[src/rtl/flash_ctrl.sv]
// flash_ctrl: arbitrates the fetch (read-only) and data (read/write/erase)
// ports onto a single 1024x32 flash macro. One transaction at a time, each
// completed by a one-cycle acknowledge on the port that was granted.
module flash_ctrl #(
   parameter int ERASE_CYCLES = 4
) (
   input  logic        clk,
   input  logic        rst_n,
   // fetch port
   input  logic        i_req,
   input  logic [11:0] i_addr,
   output logic        i_ack,
   output logic [31:0] i_rdata,
   output logic        i_err,
   // data port
   input  logic        d_req,
   input  logic        d_we,
   input  logic        d_erase,
   input  logic [11:0] d_addr,
   input  logic [31:0] d_wdata,
   output logic        d_ack,
   output logic [31:0] d_rdata,
   output logic        d_err,
   // flash macro
   output logic        f_rd_en,
   output logic        f_wr_en,
   output logic        f_erase_en,
   output logic [11:0] f_addr,
   output logic [31:0] f_data_in,
   input  logic [31:0] f_data_out,
   input  logic        f_busy
);

   typedef enum logic [2:0] {
      IDLE, RD_ISSUE, RD_WAIT, WR_ISSUE, ER_HOLD, ER_WAIT, DONE
   } state_t;

   state_t      state_q;
   logic        last_d_q;   // 1: data port had the most recent grant
   logic        gnt_d_q;    // 1: current transaction belongs to the data port
   logic [7:0]  cnt_q;      // erase hold down-counter
   logic        seen_q;     // f_busy observed low while in ER_WAIT

   logic        pick_d;
   logic [11:0] gnt_addr;

   // Round-robin pick: data wins when alone, or on a tie if fetch went last.
   always_comb begin
      pick_d   = d_req && (!i_req || !last_d_q);
      gnt_addr = pick_d ? d_addr : i_addr;
   end

   // Transaction sequencer; every output is a register set here.
   always_ff @(posedge clk or negedge rst_n) begin
      if (!rst_n) begin
         state_q    <= IDLE;
         last_d_q   <= 1'b1;
         gnt_d_q    <= 1'b0;
         cnt_q      <= 8'd0;
         seen_q     <= 1'b0;
         i_ack      <= 1'b0;
         i_rdata    <= 32'd0;
         i_err      <= 1'b0;
         d_ack      <= 1'b0;
         d_rdata    <= 32'd0;
         d_err      <= 1'b0;
         f_rd_en    <= 1'b0;
         f_wr_en    <= 1'b0;
         f_erase_en <= 1'b0;
         f_addr     <= 12'd0;
         f_data_in  <= 32'd0;
      end else begin
         // acks and rd/wr strobes are single-cycle pulses
         i_ack   <= 1'b0;
         d_ack   <= 1'b0;
         f_rd_en <= 1'b0;
         f_wr_en <= 1'b0;
         case (state_q)
            IDLE: begin
               if (!f_busy && (i_req || d_req)) begin
                  last_d_q <= pick_d;
                  gnt_d_q  <= pick_d;
                  if (pick_d && d_erase) begin
                     // erase is whole-array: address is irrelevant, never errors
                     f_erase_en <= 1'b1;
                     cnt_q      <= 8'(ERASE_CYCLES);
                     seen_q     <= 1'b0;
                     state_q    <= ER_HOLD;
                  end else begin
                     f_addr <= gnt_addr;
                     if (pick_d) f_data_in <= d_wdata;
                     if (gnt_addr[11:10] != 2'b00) begin
                        // beyond the 1024-word array: answer at once, no strobe
                        if (pick_d) begin
                           d_ack   <= 1'b1;
                           d_err   <= 1'b1;
                           d_rdata <= 32'd0;
                        end else begin
                           i_ack   <= 1'b1;
                           i_err   <= 1'b1;
                           i_rdata <= 32'd0;
                        end
                        state_q <= DONE;
                     end else if (pick_d && d_we) begin
                        f_wr_en <= 1'b1;
                        state_q <= WR_ISSUE;
                     end else begin
                        f_rd_en <= 1'b1;
                        state_q <= RD_ISSUE;
                     end
                  end
               end
            end
            RD_ISSUE: state_q <= RD_WAIT;
            RD_WAIT: begin
               // flash data is valid the cycle after f_rd_en was sampled
               if (gnt_d_q) begin
                  d_rdata <= f_data_out;
                  d_err   <= 1'b0;
                  d_ack   <= 1'b1;
               end else begin
                  i_rdata <= f_data_out;
                  i_err   <= 1'b0;
                  i_ack   <= 1'b1;
               end
               state_q <= DONE;
            end
            WR_ISSUE: begin
               d_err   <= 1'b0;
               d_ack   <= 1'b1;
               state_q <= DONE;
            end
            ER_HOLD: begin
               if (cnt_q <= 8'd1) begin
                  f_erase_en <= 1'b0;
                  cnt_q      <= 8'd0;
                  state_q    <= ER_WAIT;
               end else begin
                  cnt_q <= cnt_q - 8'd1;
               end
            end
            ER_WAIT: begin
               // ack lands on the edge after the one that saw busy low
               if (seen_q) begin
                  seen_q  <= 1'b0;
                  d_err   <= 1'b0;
                  d_ack   <= 1'b1;
                  state_q <= DONE;
               end else if (!f_busy) begin
                  seen_q <= 1'b1;
               end
            end
            DONE:    state_q <= IDLE;
            default: state_q <= IDLE;
         endcase
      end
   end

endmodule

[config.mk]
export PLATFORM = sky130hd
export DESIGN_NAME = flash_ctrl
export DESIGN_NICKNAME = d
export VERILOG_FILES = /design/src/rtl/flash_ctrl.sv
export SDC_FILE = /design/constraint.sdc
export NUM_CORES = 1
export LEC_CHECK = 0
export ABC_AREA = 1
export BUFFER_PORTS_ARGS = -buffer_cell sky130_fd_sc_hd__buf_4
export CELL_PAD_IN_SITES_DETAIL_PLACEMENT = 1
export CELL_PAD_IN_SITES_GLOBAL_PLACEMENT = 1
export CORE_ASPECT_RATIO = 0.9
export CORE_MARGIN = 1.5
export CORE_UTILIZATION = 37
export CTS_BUF_LIST = sky130_fd_sc_hd__clkbuf_4
export CTS_CLUSTER_DIAMETER = 60
export CTS_CLUSTER_SIZE = 16
export DETAILED_ROUTE_END_ITERATION = 6
export GPL_TIMING_DRIVEN = 1
export PLACE_DENSITY = 0.84
export REMOVE_ABC_BUFFERS = 1
export SETUP_SLACK_MARGIN = 0.05
export SKIP_LAST_GASP = 1
export SLEW_MARGIN = 20
export SYNTH_ARGS = -nofsm -noshare
export SYNTH_HDL_FRONTEND = slang
export SYNTH_SLANG_ARGS = --single-unit
[constraint.sdc]
create_clock -name clk -period 2.2 [get_ports clk]
set_clock_uncertainty 0.15 [all_clocks]
set_input_delay 0.66 -clock clk [delete_from_list [all_inputs] [get_ports clk]]
set_output_delay 0.66 -clock clk [all_outputs]
set_load 0.005 [all_outputs]
==> summary.md <==
| Metric | Value |
|---|---|
| Hold depth | 3 |
| Main area contributors after synthesis | dfrtp_1, nand2_1, nand3_1 |
| Fin crit period | approximately 1.9 ns |
| Synth Register Bits | approximately 130 |
| Number of cell rows | 43 |
| Psw | 3.86 mW |
| Pins Over Slew Limit | 0 |
| Starting Density | a little under two fifths |
| Hold endpoint | f_data_in[19] |
| WP data required | 1.39 ns |
| Unrepaired setup endpoints after global routing | no |
| Max Cap Violations | 0 |
| Finished Core Util | ~53% |
| Vias | 5690 |
| Top post-synthesis cells by count | nand2_1, dfrtp_1, nor2_1 |
| Most common cell in the netlist | nand2_1 |
| Gpl congestion | 0.777 |
| Register-to-Register Path Depth | 10 |
| Number of gates resized after cts | 0 |
| Critical Path AT | roughly 1.1 ns |
| Yosys top cell by area | dfrtp_1 |
| Power share of the sequential group | 39.7% |
| DRT Wirelength | 19100 µm |
| Synth Cell Area | 5780 µm² |
| Multi-input gate area | 2140 µm² |
| Syn. warnings | 0 |
| Ports | 210 |
| Setup CP Type | flop to output pin |
| CP Max Fanout | 2 |
| Pwr Density | 1270 nW/µm² |
| Vias per inst | 4.94 |
| Max-slew headroom | 68.0% |
| Post-synthesis sequential area ratio | 55.9% |
| First-pass GRT wire length | 31100 µm |
| Root Driver | clkbuf_4 |
| Slowest CP cell | dfrtp_1 |
| Worst-skew pair later-pin latency | 0.53 ns |
| Status | complete, no violations |
| Fmax | 0.515 GHz |
| Final setup viols | 0 |
| Peak VDD IR | approximately 0.00059 V |
| Placed cell count | 1118 |
| Sw Ratio | 37.4% |
| Area Growth Syn to Fin | 40.6% |
| CTS Buf Count | 17 |
| Worst Hold Class | input port to flop |
| Buf/Inv on CP | 1 |
| CP Capture Type | output pin |
| Final-report hold violation count | 0 |
| Top FF cell, synth | dfrtp_1 |
| Clock share of power | approximately 18% |
| Number of synthesized flops with an enable pin | 0 |
| Max stage delay on crit path | 0.44 ns |
| Final WS setup | 0.260 ns |
| Met2 Usage GRT | between 40% and 50% |
| Router iterations before antenna repair | 4 |
| Ys async rst share | 100% |
| # diodes | 0 |
| Clock buffer depth | 2 |
| CTS sink cnt | around 130 |
| Total grt overflow | 0 |
| IO buf count | approximately 210 |
| Die W | approximately 130 µm |
| Worst-margin pin slew | ~0.48 ns |
| Gate Count Post-Synth | 717 |
| Post-DP HPWL | 13800 µm |
| Clock Pin Slew Worst Setup and Hold Paths | ~0.12 ns |
| Die height | 122 µm |
| Syn Area/Cell | 8.06 µm² |
| Largest net degree at the start of global routing | 55 |
| R2r setup slk | 0.32 ns |
| Startpoint types | flop |
| Vias in the first global route | around 5900 |
| H-tree levels | 4 |
| Count of cell types in the netlist | 22 |
| Critical-path cell list | buf_4 |
| Initial antenna violation count | 0 |
| Leak | 4.63 nW |
| CTS tree | built |
| Layout Cells excl Fill | around 1200 |
| Worst reg2reg startpoint | last_d_q |
| Min-delay src | d_wdata[19] |
| Nets | approximately 1000 |
| Global routing usage summed across all routing layers | 24.5% |
| Logic gate share of total power | about 43% |
| Int Power | 6.45 mW |
| Crit path depth | 1 |
| Layout cells sized above 1 | 29.5% |
| Register area | 3230 µm² |
| Final period utilization | 88.2% |
| Met3 Use GR | 7.87% |
| Drt drc | 0 |
| RR Endpoint | i_rdata[22] |
| Die ar. | 16400 µm² |
| CP top delay family | flip-flops |
| DR iter-0 viols | 240 |
| GRT Max-Usage Layer | met2 |
| Pre-CTS setup slack | 0.0339 ns |
| Synth top area share | 55.4% |
| Fill cells | 1923 |
| Met1 Use GR | roughly 30% |
| Wire per inst | 16.6 µm |
| Final antenna-violating net count | 0 |
| Core Area | 15300 µm² |
==> logic make-up (layout without fill, tap and decap cells) <==
| group | count (synthesis) | after routing | synth area share, % |
|---|---|---|---|
| buffers and inverters | 103 | 335 | 7.03 |
| xor gates and xnor gates | 2 | 2 | 0.303 |
| and+or+nand+nor | 454 | 454 | 33.5 |
| AOI/OAI and AO/OA | 27 | 27 | 2.84 |
| adders and majority gates | 2 | 2 | 0.433 |
| DFF | 129 | 129 | 55.9 |
==> area by class of cell <==
class	count	share of cell area [%]
Sequential cell	129	39.7
Multi-Input combinational cell	485	26.4
Timing Repair Buffer	239	23.8
Tap cell	202	3.11
Inverter	64	2.96
Clock inverter	14	2.31
Clock buffer	18	1.66
==> power groups by stage <==
| stage | clock network, mW | registers (mW) | logic, mW |
|---|---|---|---|
| floorplan | 0 | 4.19 | 1.65 |
| global placement | 0 | 4.09 | 4.27 |
| detailed placement | 0 | 4.13 | 4.45 |
| CTS | 1.88 | 4.10 | 4.47 |
| global route | 1.98 | 4.22 | 4.94 |
| finish | 1.83 | 4.09 | 4.39 |
==> sequential cells by signal (all words and copies together), names as in the netlist <==
register	flops
cnt_q	8
d_ack	1
d_err	1
d_rdata	32
f_addr	12
f_data_in	32
f_erase_en	1
f_rd_en	1
f_wr_en	1
gnt_d_q	1
i_ack	1
i_err	1
i_rdata	32
last_d_q	1
seen_q	1
state_q	3
==> per-layer routing <==
| metal | up-vias | share of wire [%] |
|---|---|---|
| met2 | 183 | 49 |
| met4 | 0 | 1.5 |
| met1 | 2757 | 41 |
| met3 | 21 | 8.7 |
| met5 | - | 0 |
| li1 | 2729 | - |
==> stage by stage <==
stage | power, mW | TNS [ns] | area, µm² | hold slack (ns)
3_5_place_dp | 8.58 | 0 | 7790 | 0.313
3_3_place_gp | 8.37 | 0 | 7790 | 0.306
2_1_floorplan | 5.84 | -38.48 | 5610 | 0.214
5_1_grt | 11.1 | 0 | 8130 | 0.126
4_1_cts | 10.5 | 0 | 8130 | 0.121
6_report | 10.3 | 0 | 8130 | 0.169
==> how the worst max path moves through the flow <==
stage,from,to,slack [ns]
4_1_cts,f_data_in[24],f_data_in[24],0.21
6_report,f_data_in[20],f_data_in[20],0.26
3_5_place_dp,i_req,cnt_q[6],0.03
5_1_grt,cnt_q[0],state_q[2],0.17
2_1_floorplan,i_req,d_rdata[0],-0.49
3_3_place_gp,i_req,cnt_q[4],0.11
==> cell usage in the layout, fill, tap and decap left out, types with 3 or more instances in the layout <==
cell	synthesis	layout
buf_4	0	226
o21ai_0	12	12
nand2_2	4	4
inv_1	62	62
nand4_1	38	38
nand3_1	75	75
clkbuf_4	0	18
buf_12	0	11
nand2_1	253	253
nor2_4	3	3
clkinvlp_4	0	3
dfrtp_1	128	128
bufinv_16	0	4
o31ai_1	11	11
a21oi_1	3	3
nor2_1	77	77
clkinv_2	0	3
==> timing repair <==
item | 4_1_cts | 5_1_grt
setup endpoints to repair | 0 | 0
hold endpoints to repair | 15 | 0
setup buffers | 0 | 0
hold buffers | 1 | 0
(Power assumes the default switching activity.)
